[src/rtl/baud_gen_frac.sv]
// Fractional baud generator: oversample tick, bit tick, handshaked divider load.
// Optional `BAUD_GEN_SYNC_EN enables phase restart through the sync input.
module baud_gen_frac #(
  parameter int FREQ_W  = 12,
  parameter int LIMIT_W = 16,
  parameter int OVS     = 16
) (
  input  logic                   clock,
  input  logic                   reset,
  input  logic                   enable,
  input  logic                   cfg_valid,
  output logic                   cfg_ready,
  input  logic [FREQ_W-1:0]      cfg_freq,
  input  logic [LIMIT_W-1:0]     cfg_limit,
  input  logic                   sync,
  output logic                   ce_ovs,
  output logic                   ce_1,
  output logic [$clog2(OVS)-1:0] phase,
  output logic                   cfg_pending
);

  localparam int AW = LIMIT_W + 1;
  localparam int PW = $clog2(OVS);
  localparam logic [PW-1:0] LAST = PW'(OVS - 1);

  typedef enum logic [1:0] {
    STOP = 2'd0,
    RUN  = 2'd1,
    PEND = 2'd2
  } state_t;

  state_t             state_q, state_d;
  logic [FREQ_W-1:0]  freq_q, freq_d;
  logic [LIMIT_W-1:0] limit_q, limit_d;
  logic [FREQ_W-1:0]  freq_s_q, freq_s_d;
  logic [LIMIT_W-1:0] limit_s_q, limit_s_d;
  logic [AW-1:0]      acc_q, acc_d;
  logic [PW-1:0]      phase_q, phase_d;
  logic               ce_ovs_q, ce_ovs_d;
  logic               ce_1_q, ce_1_d;

  logic xfer;
  logic ld_cfg;
  logic ld_sh;
  logic store_sh;
  logic apply;
  logic clr;
  logic tick;
  logic sync_clr;

`ifdef BAUD_GEN_SYNC_EN
  assign sync_clr = sync;
`else
  logic unused_sync;
  assign sync_clr    = 1'b0;
  assign unused_sync = sync;
`endif

  assign cfg_ready   = (state_q != PEND);
  assign cfg_pending = (state_q == PEND);
  assign ce_ovs      = ce_ovs_q;
  assign ce_1        = ce_1_q;
  assign phase       = phase_q;

  assign xfer = cfg_valid & cfg_ready;

  // Disabling behaves as STOP at once: any held or offered pair applies now
  always_comb begin
    state_d  = state_q;
    ld_cfg   = 1'b0;
    ld_sh    = 1'b0;
    store_sh = 1'b0;
    if (!enable) begin
      state_d = STOP;
      if (state_q == PEND) begin
        ld_sh = 1'b1;
      end else if (xfer) begin
        ld_cfg = 1'b1;
      end
    end else begin
      unique case (state_q)
        STOP: begin
          state_d = RUN;
          ld_cfg  = xfer;
        end
        RUN: begin
          if (xfer) begin
            store_sh = 1'b1;
            state_d  = PEND;
          end
        end
        PEND: begin
          if (ce_1_q) begin
            ld_sh   = 1'b1;
            state_d = RUN;
          end
        end
        default: state_d = STOP;
      endcase
    end
  end

  assign apply = ld_cfg | ld_sh;
  assign clr   = apply | sync_clr;

  always_comb begin
    freq_d    = freq_q;
    limit_d   = limit_q;
    freq_s_d  = freq_s_q;
    limit_s_d = limit_s_q;
    if (ld_cfg) begin
      freq_d  = cfg_freq;
      limit_d = cfg_limit;
    end else if (ld_sh) begin
      freq_d  = freq_s_q;
      limit_d = limit_s_q;
    end
    if (store_sh) begin
      freq_s_d  = cfg_freq;
      limit_s_d = cfg_limit;
    end
  end

  assign tick = (acc_q >= AW'(limit_q));

  always_comb begin
    acc_d    = acc_q;
    phase_d  = phase_q;
    ce_ovs_d = 1'b0;
    ce_1_d   = 1'b0;
    if (clr) begin
      acc_d   = '0;
      phase_d = '0;
    end else if (enable) begin
      if (tick) begin
        acc_d    = acc_q - AW'(limit_q);
        ce_ovs_d = 1'b1;
        ce_1_d   = (phase_q == LAST);
        phase_d  = (phase_q == LAST) ? '0 : phase_q + PW'(1);
      end else begin
        acc_d = acc_q + AW'(freq_q);
      end
    end
  end

  always_ff @(posedge clock) begin
    if (reset) begin
      state_q   <= STOP;
      freq_q    <= '0;
      limit_q   <= '1;
      freq_s_q  <= '0;
      limit_s_q <= '1;
      acc_q     <= '0;
      phase_q   <= '0;
      ce_ovs_q  <= 1'b0;
      ce_1_q    <= 1'b0;
    end else begin
      state_q   <= state_d;
      freq_q    <= freq_d;
      limit_q   <= limit_d;
      freq_s_q  <= freq_s_d;
      limit_s_q <= limit_s_d;
      acc_q     <= acc_d;
      phase_q   <= phase_d;
      ce_ovs_q  <= ce_ovs_d;
      ce_1_q    <= ce_1_d;
    end
  end

endmodule

[config.mk]
export PLATFORM = sky130hd
export DESIGN_NAME = baud_gen_frac
export DESIGN_NICKNAME = d
export VERILOG_FILES = /design/src/rtl/baud_gen_frac.sv
export SDC_FILE = /design/constraint.sdc
export NUM_CORES = 1
export LEC_CHECK = 0
export ABC_CLOCK_PERIOD_IN_PS = 7300
export CORE_MARGIN = 8
export CORE_UTILIZATION = 39
export DETAILED_ROUTE_END_ITERATION = 7
export PLACE_DENSITY = 0.61
export SLEW_MARGIN = 20
export SYNTH_ARGS = -nofsm -noshare
export SYNTH_HDL_FRONTEND = slang
export SYNTH_SLANG_ARGS = --single-unit
export TNS_END_PERCENT = 30
[constraint.sdc]
create_clock -name clock -period 7.3 [get_ports clock]
set_clock_uncertainty 0.1 [all_clocks]
set_input_delay 0.73 -clock clock [delete_from_list [all_inputs] [get_ports clock]]
set_output_delay 0.73 -clock clock [all_outputs]
set_load 0.01 [all_outputs]
### Yosys cells after proc, flatten, opt, wreduce, memory -nomap -nowiden

Cells that the tools add are included.

| cells by class | value |
|---|---|
| add/sub/neg operators | 3 |
| bitwise gates (word level) | 4 |
| equal/unequal tests | 6 |
| reductions and logical operators | 8 |
| order comparisons | 1 |
| multiplexer cells | 20 |

Operators by type and width:

| kind | count |
|---|---|
| $mux W16 | 2 |
| $mux W12 | 2 |
| $add A17 B12 Y17 | 1 |
| $ge A17 B16 Y1 | 1 |
| $mux W17 | 1 |
| $sub A17 B16 Y17 | 1 |
| $mux W1 | 11 |
| $pmux W2 S3 | 1 |
| $add A4 B1 Y4 const B | 1 |
| $eq A4 B4 Y1 const B | 1 |
| $mux W2 | 2 |
| $mux W4 | 1 |
| $ne A2 B2 Y1 const B | 2 |
| $reduce_and A2 Y1 | 2 |
| $reduce_or A2 Y1 | 2 |
| $reduce_or A4 Y1 | 1 |
| $reduce_or A3 Y1 | 1 |
| $eq A2 B1 Y1 const B | 1 |
| $eq A2 B2 Y1 const B | 1 |
| $logic_not A2 Y1 | 1 |
| $ne A2 B1 Y1 const B | 1 |
| $not A1 Y1 | 2 |
| $reduce_bool A2 Y1 | 1 |
| $and A1 B1 Y1 | 1 |
| $or A1 B1 Y1 | 1 |

| word-level totals | value |
|---|---|
| output and inout port bits | 8 |
| input port bits | 33 |
| register bits | 81 |

### Logic depth before layout (Yosys ltp)

Gate-level depths: netlist of the first run.

| logic depth | value |
|---|---|
| word-level depth | 7 |
| mapped depth | 10 |
| gate-level depth less buffers | 10 |

### Worst setup path before layout of the first run

No wires, ideal clock.

| timing path | value |
|---|---|
| kind | register to register |
| start | reg limit_q[6] |
| end | reg phase_q[2] (netlist: phase[2]) |
| buffers on the path | 1 |
| stages on the path, launching flop included | 11 |
| slack | 4502 ps |
| required time | 7084 ps |
| period minus slack after synthesis | 2798 ps |
| arrival time | 2582 ps |
| cells stage by stage | dfxtp_1 inv_1 ha_1 a21o_1 a21o_1 a311o_1 o31a_1 or2_1 buf_6 and2_1 a31o_2 |

| between the ends | value |
|---|---|
| word-level cells in the longest chain between the ends | 2 |

Ends and longest elaborated chain:

| item | RTL line | text |
|---|---|---|
| from (decl) | 34 | `logic [LIMIT_W-1:0] limit_q, limit_d;` |
| from (signal assigned) | 160 | `limit_q <= limit_d;` |
| $ge A17 B16 Y1 | 124 | `assign tick = (acc_q >= AW'(limit_q));` |
| $reduce_and A2 Y1 (no line) | -- |  |
| to (signal assigned) | 164 | `phase_q <= phase_d;` |
| to (decl) | 38 | `logic [PW-1:0] phase_q, phase_d;` |

Every way passes these cells.
A chain may end at the register's enable or synchronous reset.

### Worst setup path after layout of the first run

| timing path | value |
|---|---|
| start | in enable |
| end | reg acc_q[13] |

| between the ends | value |
|---|---|
| word-level cells in the longest chain between the ends | 3 |
| elaborated cells on any way between the ends | 4 |

Ends and longest elaborated chain:

| item | RTL line | text |
|---|---|---|
| from (decl) | 10 | `input logic enable,` |
| $mux W1 | 73 | `if (!enable) begin` |
| $or A1 B1 Y1 | 103 | `assign apply = ld_cfg \| ld_sh;` |
| $reduce_or A2 Y1 (no line) | -- |  |
| to (signal assigned) | 153 | `acc_q <= '0;` |
| to (signal assigned) | 163 | `acc_q <= acc_d;` |
| to (decl) | 37 | `logic [AW-1:0] acc_q, acc_d;` |

Several ways; a longest one is shown, not always the timed one.

==> results of run 1 <==
## layout by cell type (no fill, tap or decap), types with 3 or more instances in the layout
cell	synthesis	layout
sky130_fd_sc_hd__clkdlybuf4s50_1	0	38
sky130_fd_sc_hd__xor2_1	3	3
sky130_fd_sc_hd__inv_1	23	23
sky130_fd_sc_hd__nor3_1	12	11
sky130_fd_sc_hd__a21oi_1	53	52
sky130_fd_sc_hd__a21o_1	6	6
sky130_fd_sc_hd__buf_4	0	5
sky130_fd_sc_hd__nand3b_1	21	21
sky130_fd_sc_hd__nand2_1	123	123
sky130_fd_sc_hd__o21ai_0	29	29
sky130_fd_sc_hd__nand4b_1	3	3
sky130_fd_sc_hd__and3b_1	3	3
sky130_fd_sc_hd__and3_1	5	5
sky130_fd_sc_hd__clkbuf_16	0	9
sky130_fd_sc_hd__nor3b_1	4	4
sky130_fd_sc_hd__mux2i_1	7	7
sky130_fd_sc_hd__nand2b_1	9	9
sky130_fd_sc_hd__nor2_1	18	18
sky130_fd_sc_hd__a31oi_1	12	12
sky130_fd_sc_hd__a31o_2	3	3
sky130_fd_sc_hd__nand3_1	11	10
sky130_fd_sc_hd__ha_1	29	29
sky130_fd_sc_hd__o21a_1	6	6
sky130_fd_sc_hd__o21bai_1	3	3
sky130_fd_sc_hd__a221oi_1	16	16
sky130_fd_sc_hd__nor2b_1	6	5
sky130_fd_sc_hd__nand4_1	4	4
sky130_fd_sc_hd__dfxtp_1	81	81
sky130_fd_sc_hd__xnor2_1	15	15
sky130_fd_sc_hd__a22oi_1	12	12
## power by group
group          switching, mW  total, mW  leakage (nW)  internal (mW)
Sequential            0.0131      0.475         0.663          0.462
Combinational         0.0848      0.154          1.46         0.0692
Clock                  0.190      0.489         0.148          0.299
Total                  0.288       1.12          2.27          0.831
## through the flow
step / cell area, um^2 / setup slack (ns) / power (mW) / hold WS (ns) / instances
after floorplan: 4617 / 4.502 / 0.5876 / 0.3225 / 582
after global placement: 5109 / 3.667 / 0.6342 / 0.3352 / 739
after detailed placement: 5114 / 3.604 / 0.6372 / 0.3381 / 739
after CTS: 5431 / 3.958 / 1.130 / 0.3480 / 754
after global routing: 5436 / 3.687 / 1.169 / 0.3638 / 754
final: 5436 / 3.955 / 1.118 / 0.3449 / 754
## registers in the layout, indices dropped and copies added, names as in the netlist
register / cells
acc_q: 17
limit_s_q: 16
ce_1: 1
freq_s_q: 12
phase: 4
limit_q: 16
freq_q: 12
ce_ovs: 1
state_q: 2
## layer usage
layer	GRT usage [%]	vias up
li1	-	2141
met1	19.01	1999
met2	22.92	86
met3	2.638	13
met4	5.670	0
met5	0	-
## synth_stat cells, types with 7 or more instances
| library cell | count |
|---|---|
| sky130_fd_sc_hd__a21oi_1 | 53 |
| sky130_fd_sc_hd__a221oi_1 | 16 |
| sky130_fd_sc_hd__a22oi_1 | 12 |
| sky130_fd_sc_hd__a31oi_1 | 12 |
| sky130_fd_sc_hd__clkbuf_1 | 22 |
| sky130_fd_sc_hd__dfxtp_1 | 81 |
| sky130_fd_sc_hd__ha_1 | 29 |
| sky130_fd_sc_hd__inv_1 | 23 |
| sky130_fd_sc_hd__mux2i_1 | 7 |
| sky130_fd_sc_hd__nand2_1 | 123 |
| sky130_fd_sc_hd__nand2b_1 | 9 |
| sky130_fd_sc_hd__nand3_1 | 11 |
| sky130_fd_sc_hd__nand3b_1 | 21 |
| sky130_fd_sc_hd__nor2_1 | 18 |
| sky130_fd_sc_hd__nor3_1 | 12 |
| sky130_fd_sc_hd__o21ai_0 | 29 |
| sky130_fd_sc_hd__xnor2_1 | 15 |
## logic make-up (layout without fill, tap and decap cells)
kind of cell	after synthesis	count (layout)	synth area share [%]
compound gates	162	162	22.52
xor+xnor	18	18	3.415
buf+inv	53	82	4.498
mux	7	7	1.518
flops	81	81	35.12
fa+ha+maj	31	31	8.726
simple gates	230	230	24.20
## worst register-to-register path, cell delays in order, from the launching register on
cell	delay, ns
sky130_fd_sc_hd__dfxtp_1	0.33
sky130_fd_sc_hd__inv_1	0.06
sky130_fd_sc_hd__ha_1	0.36
sky130_fd_sc_hd__a21o_1	0.22
sky130_fd_sc_hd__a21o_1	0.20
sky130_fd_sc_hd__a311o_1	0.39
sky130_fd_sc_hd__o31a_1	0.42
sky130_fd_sc_hd__or2_1	0.57
sky130_fd_sc_hd__and2_1	0.34
sky130_fd_sc_hd__a31o_2	0.23
## area by class of cell
| cell class | instances | area (um^2) |
|---|---|---|
| Fill cell | 1073 | 6031 |
| Multi-Input combinational cell | 448 | 2809 |
| Sequential cell | 81 | 1622 |
| Timing Repair Buffer | 44 | 422.9 |
| Clock buffer | 9 | 225.2 |
| Tap cell | 143 | 178.9 |
| Clock inverter | 6 | 92.59 |
| Inverter | 23 | 86.33 |
## path summary, 6_finish.rpt
kind / start / to / slack (ns) / cells past startpoint
setup / recovery: enable / acc_q[13] / 3.96 / 8
hold / removal: limit_q[5] / limit_q[5] / 0.34 / 2
setup reg to reg: limit_q[6] / phase[2] / 3.98 / 9
hold reg to reg: limit_q[5] / limit_q[5] / 0.34 / 2
==> metrics.txt, run 1 <==
# TYPE chip_impl_metric gauge
chip_impl_metric{name="routabilityCongestion",unit=""} 0.8582
chip_impl_metric{name="cts_hold_repair.buffers",unit=""} 0
chip_impl_metric{name="max-cap-violations",unit=""} 0
chip_impl_metric{name="dieArea",unit="um^2"} 15580
chip_impl_metric{name="antenna_found_initial",unit=""} 0
chip_impl_metric{name="num_vias",unit=""} 4239
chip_impl_metric{name="postCtsResizedCells",unit=""} 0
chip_impl_info{name="crit_path_cell_trace",value="clkdlybuf4s50_1, buf_4, nand2_1, and3_1, buf_4, or3_1, or4b_2, nand3_1"} 1
chip_impl_metric{name="post-dp-hpwl",unit="um"} 8140
chip_impl_metric{name="wl_met1",unit="um"} 5501
chip_impl_metric{name="worst-endpoint-required",unit="ns"} 7.48
chip_impl_info{name="netlist.top_cell.by_area",value="sky130_fd_sc_hd__dfxtp_1"} 1
chip_impl_metric{name="num_rows",unit=""} 39
chip_impl_metric{name="timing.final.max_slew_violations",unit=""} 0
chip_impl_metric{name="power_density",unit="nW/um^2"} 205.7
chip_impl_metric{name="critical_path.n_buffers_inverters",unit=""} 3
chip_impl_metric{name="synth-async-reset-ratio",unit="%"} 0
chip_impl_metric{name="setup_viol",unit=""} 0
chip_impl_metric{name="p_leak",unit="nW"} 2.274
chip_impl_info{name="setup.worst_path.end_class",value="flip-flop"} 1
chip_impl_metric{name="syn-mean-instance-area",unit="um^2"} 7.933
chip_impl_info{name="ys_top_cells_by_area",value="sky130_fd_sc_hd__dfxtp_1 35%, sky130_fd_sc_hd__nand2_1 10%, sky130_fd_sc_hd__ha_1 7.9%, sky130_fd_sc_hd__a21oi_1 5.7%, sky130_fd_sc_hd__nand3b_1 3.4%"} 1
chip_impl_info{name="grt_setup_unrepaired",value="false"} 1
chip_impl_metric{name="drt-initial-drc-count",unit=""} 199
chip_impl_metric{name="detail_route.wl_per_cell",unit="um"} 15.10
chip_impl_metric{name="initial_core_util",unit="%"} 40.26
chip_impl_info{name="path_common_cell",value="sky130_fd_sc_hd__buf_4"} 1
chip_impl_metric{name="slew-limit-headroom",unit="%"} 35.08
chip_impl_metric{name="vdd_ir_drop_max",unit="uV"} 150.2
chip_impl_metric{name="final_min_period_over_clock_period",unit="%"} 45.82
chip_impl_metric{name="yosys_register_bits",unit=""} 81
chip_impl_metric{name="finish.net_count",unit=""} 671
chip_impl_info{name="startpoint_type",value="primary input"} 1
chip_impl_info{name="dr.max_layer_used",value="met4"} 1
chip_impl_metric{name="cts.sinks",unit=""} 81
chip_impl_metric{name="die_height",unit="um"} 124.8
chip_impl_metric{name="tritoncts.num_buffers",unit=""} 9
chip_impl_metric{name="synth_cells",unit=""} 582
chip_impl_metric{name="finalHoldViolCount",unit=""} 0
chip_impl_metric{name="achievable-frequency",unit="GHz"} 0.2990
chip_impl_metric{name="fin_util",unit="%"} 47.41
chip_impl_metric{name="clockBufferDepth",unit=""} 2
chip_impl_info{name="cts_root_buf",value="sky130_fd_sc_hd__clkbuf_16"} 1
chip_impl_info{name="tritoncts",value="built"} 1
chip_impl_metric{name="syn_area",unit="um^2"} 4617
chip_impl_metric{name="tns",unit="ns"} 0
chip_impl_metric{name="critical_path.max_fanout",unit=""} 45
chip_impl_metric{name="timing.final.crit_period",unit="ns"} 3.345
chip_impl_metric{name="ant_nets",unit=""} 0
chip_impl_metric{name="layout-drive-gt1-share",unit="%"} 5.401
chip_impl_metric{name="ys_warn_count",unit=""} 0
chip_impl_metric{name="drt_drc_violations_left",unit=""} 0
chip_impl_metric{name="worstMarginPinSlew",unit="ns"} 0.9738
chip_impl_metric{name="synth.lib_cells_used.distinct",unit=""} 53
chip_impl_metric{name="io_pins",unit=""} 41
chip_impl_metric{name="critPathArrivalTime",unit="ns"} 3.52
chip_impl_info{name="critPathSlowestCell",value="sky130_fd_sc_hd__or4b_2"} 1
chip_impl_info{name="min_delay_worst_type",value="flip-flop to flip-flop"} 1
chip_impl_metric{name="via_count_of_the_first_global_routing_pass",unit=""} 3925
chip_impl_info{name="category_of_cells_accounting_for_the_largest_share_of_critical_path_delay",value="simple AND/OR/NAND/NOR gates"} 1
chip_impl_metric{name="cpPeakStageDelay",unit="ns"} 0.71
chip_impl_metric{name="grt_max_degree",unit=""} 61
chip_impl_metric{name="grt_pass1_wl",unit="um"} 19000
chip_impl_metric{name="area_growth_syn_to_layout",unit="%"} 17.75
chip_impl_metric{name="met2WireLength",unit="um"} 5173
chip_impl_metric{name="synth_enable_flop_cells",unit=""} 0
chip_impl_metric{name="core_area",unit="um^2"} 11470
chip_impl_metric{name="insertion_delay",unit="ns"} 0.34
chip_impl_metric{name="n_antenna_cell",unit=""} 0
chip_impl_metric{name="ys_seq_area_share",unit="%"} 35.12
chip_impl_info{name="status",value="complete, no violations"} 1
chip_impl_metric{name="gr-total-overflow",unit=""} 0
chip_impl_metric{name="synth_top_area_share",unit="%"} 35.12
chip_impl_info{name="setup.worst_path.class",value="primary input to flip-flop"} 1
chip_impl_metric{name="port_buffers",unit=""} 39
chip_impl_metric{name="mappedNetlistNets",unit=""} 646
chip_impl_metric{name="routed_wirelength",unit="um"} 11380
chip_impl_metric{name="horiz_die_dim",unit="um"} 124.8
chip_impl_metric{name="firstDrtPassIters",unit=""} 4
chip_impl_metric{name="htreeDepth",unit=""} 3
chip_impl_metric{name="wl_met3",unit="um"} 541
chip_impl_metric{name="post_drt_via_cell_ratio",unit=""} 5.622
chip_impl_metric{name="grt_use_total",unit="%"} 14.50
chip_impl_metric{name="cts_setup_buffers",unit=""} 0
chip_impl_metric{name="cts.reportedPaths.clkPinSlew",unit="ns"} 0.06
chip_impl_info{name="yosys_most_used_dff",value="sky130_fd_sc_hd__dfxtp_1"} 1
Note: power is estimated with default switching activity, not from simulation.
==> inputs of run 2 (changes only) <==
ABC_CLOCK_PERIOD_IN_PS = 3400   (was 7300)
clock period = 3.4 ns   (was 7.3 ns; I/O delays follow)
==> metrics.txt, run 2 (synthesized netlist as in run 1, its figures left out) <==
# TYPE chip_impl_metric gauge
chip_impl_info{name="status",value="complete, no violations"} 1
chip_impl_metric{name="regToRegSetupSlack",unit="ns"} 0.38
chip_impl_info{name="reg2reg_end",value="ce_1"} 1
chip_impl_metric{name="cts.sinks",unit=""} 81
chip_impl_metric{name="timing.final.crit_period",unit="ns"} 3.024
chip_impl_metric{name="grt_pass1_wl",unit="um"} 19580
chip_impl_metric{name="tritoncts.num_buffers",unit=""} 9
chip_impl_metric{name="final_min_period_over_clock_period",unit="%"} 88.94
chip_impl_metric{name="finalHoldViolCount",unit=""} 0
chip_impl_metric{name="via_count_of_the_first_global_routing_pass",unit=""} 3956
chip_impl_metric{name="num_rows",unit=""} 39
chip_impl_metric{name="num_vias",unit=""} 4225
chip_impl_metric{name="gr-total-overflow",unit=""} 0
chip_impl_info{name="r2r-start",value="limit_q[6]"} 1
chip_impl_metric{name="grt_max_degree",unit=""} 61
chip_impl_metric{name="drt-initial-drc-count",unit=""} 253
chip_impl_info{name="max_flop_register",value="acc_q"} 1
chip_impl_metric{name="fill_cells",unit=""} 1085
chip_impl_metric{name="fin_hold_ws",unit="ns"} 0.3489
chip_impl_metric{name="critical_path.max_fanout",unit=""} 7
chip_impl_info{name="cp_startpoint",value="limit_q[6]"} 1
chip_impl_metric{name="tns",unit="ns"} 0
chip_impl_metric{name="largest_register_ffs",unit=""} 17
chip_impl_metric{name="core_area",unit="um^2"} 11470
chip_impl_metric{name="htreeDepth",unit=""} 3
chip_impl_metric{name="layout.cell_area.non_filler",unit="um^2"} 5479
chip_impl_metric{name="io_pins",unit=""} 41
chip_impl_metric{name="ant_nets",unit=""} 0
chip_impl_info{name="crit_end",value="ce_1"} 1
chip_impl_info{name="most_common_cell_after_layout_fill_and_taps_aside",value="sky130_fd_sc_hd__nand2_1"} 1
chip_impl_metric{name="finish.net_count",unit=""} 679
chip_impl_metric{name="critPathArrivalTime",unit="ns"} 3.16
chip_impl_metric{name="place_area",unit="um^2"} 5169
chip_impl_metric{name="fin_util",unit="%"} 47.78
chip_impl_info{name="setup.worst_path.class",value="flip-flop to flip-flop"} 1
chip_impl_metric{name="achievable-frequency",unit="GHz"} 0.3307
chip_impl_metric{name="vdd_ir_drop_max",unit="uV"} 284.7
chip_impl_metric{name="post-dp-hpwl",unit="um"} 8291
chip_impl_metric{name="clockBufferDepth",unit=""} 2
chip_impl_metric{name="post_drt_via_cell_ratio",unit=""} 5.545
chip_impl_metric{name="grt_use_total",unit="%"} 14.76
chip_impl_metric{name="drt_drc_violations_left",unit=""} 0
chip_impl_metric{name="routed_wirelength",unit="um"} 11510
chip_impl_metric{name="timing.final.max_slew_violations",unit=""} 0
chip_impl_info{name="tritoncts",value="built"} 1
chip_impl_metric{name="layout-drive-gt1-share",unit="%"} 6.300
chip_impl_metric{name="power_density",unit="nW/um^2"} 435.3
chip_impl_metric{name="worstMarginPinSlew",unit="ns"} 0.9499
chip_impl_metric{name="setup_viol",unit=""} 0
chip_impl_metric{name="fin_cells",unit=""} 762
chip_impl_metric{name="antenna_found_initial",unit=""} 0
chip_impl_metric{name="postCtsResizedCells",unit=""} 0
chip_impl_metric{name="cts_hold_repair.buffers",unit=""} 0
chip_impl_metric{name="firstDrtPassIters",unit=""} 5
chip_impl_metric{name="insertion_delay",unit="ns"} 0.34
chip_impl_metric{name="horiz_die_dim",unit="um"} 124.8
chip_impl_metric{name="worst-endpoint-required",unit="ns"} 3.54
chip_impl_metric{name="routabilityCongestion",unit=""} 0.8256
chip_impl_metric{name="p_leak",unit="nW"} 2.310
chip_impl_metric{name="dpl.cell_count",unit=""} 747
chip_impl_metric{name="die_height",unit="um"} 124.8
chip_impl_metric{name="cts_setup_buffers",unit=""} 0
chip_impl_metric{name="cts.reportedPaths.clkPinSlew",unit="ns"} 0.07
chip_impl_info{name="cts_root_buf",value="sky130_fd_sc_hd__clkbuf_16"} 1
chip_impl_metric{name="reg2reg_path_depth",unit=""} 10
chip_impl_metric{name="dieArea",unit="um^2"} 15580
chip_impl_metric{name="port_buffers",unit=""} 39
chip_impl_info{name="grt_setup_unrepaired",value="false"} 1
chip_impl_metric{name="n_antenna_cell",unit=""} 0
chip_impl_info{name="min_delay_worst_type",value="flip-flop to flip-flop"} 1
chip_impl_metric{name="slew-limit-headroom",unit="%"} 36.67
chip_impl_metric{name="area_growth_syn_to_layout",unit="%"} 18.67
chip_impl_info{name="reg_top3",value="acc_q (17), limit_q (16), limit_s_q (16)"} 1
chip_impl_info{name="layout_common_cells",value="123 x sky130_fd_sc_hd__nand2_1, 81 x sky130_fd_sc_hd__dfxtp_1, 52 x sky130_fd_sc_hd__a21oi_1, 38 x sky130_fd_sc_hd__clkdlybuf4s50_1"} 1
chip_impl_info{name="setup.worst_path.end_class",value="flip-flop"} 1
chip_impl_metric{name="detail_route.wl_per_cell",unit="um"} 15.10
chip_impl_metric{name="max-cap-violations",unit=""} 0
chip_impl_metric{name="initial_core_util",unit="%"} 40.26
chip_impl_info{name="startpoint_type",value="flip-flop"} 1
[run 2: how the worst min path moves through the flow]
stage / start / cells past startpoint / slack, ns / end
finish: limit_q[4] / 2 / 0.35 / limit_q[4]
CTS: limit_q[7] / 2 / 0.35 / limit_q[7]
floorplan: limit_q[10] / 2 / 0.32 / limit_q[10]
detailed placement: limit_q[7] / 2 / 0.34 / limit_q[7]
global placement: limit_q[5] / 2 / 0.33 / limit_q[5]
global route: freq_s_q[1] / 2 / 0.37 / freq_s_q[1]
[run 2: critical path, stage by stage (launching register included)]
cell	delay, ns
sky130_fd_sc_hd__dfxtp_1	0.33
sky130_fd_sc_hd__inv_1	0.05
sky130_fd_sc_hd__ha_1	0.36
sky130_fd_sc_hd__a21o_1	0.21
sky130_fd_sc_hd__a21o_1	0.21
sky130_fd_sc_hd__a311o_1	0.40
sky130_fd_sc_hd__o31a_1	0.32
sky130_fd_sc_hd__buf_4	0.16
sky130_fd_sc_hd__o21ai_1	0.45
sky130_fd_sc_hd__nor2_1	0.10
sky130_fd_sc_hd__and4_1	0.22
[run 2: report_power, final]
part | switching (mW) | internal (mW)
clock network | 0.392 | 0.639
logic | 0.184 | 0.151
registers | 0.0270 | 0.992
[run 2: layout make-up]
type / instances / area, um^2 / share of cell area (%)
well taps: 143 / 178.9 / 3.266
inverters: 23 / 86.33 / 1.576
clock inverters: 5 / 81.33 / 1.484
clock buffers: 10 / 229.0 / 4.179
repair buffers: 52 / 483.0 / 8.815
multi-input cells: 448 / 2799 / 51.08
flip-flops and latches: 81 / 1622 / 29.60
[run 2: layer usage]
metal | vias up | track usage (%) | part of all wire [%]
met5 | - | 0 | 0
met4 | 0 | 5.811 | 1.9
met3 | 19 | 2.596 | 5.0
met2 | 98 | 22.26 | 44
met1 | 1959 | 20.26 | 49
li1 | 2149 | - | -
[run 2: metrics by stage]
stage | worst slack [ns] | power (mW)
detailed placement | 0.4039 | 1.371
global route | 0.1537 | 2.482
CTS | 0.3867 | 2.404
global placement | 0.4650 | 1.365
floorplan | 0.6020 | 1.262
finish | 0.3759 | 2.385
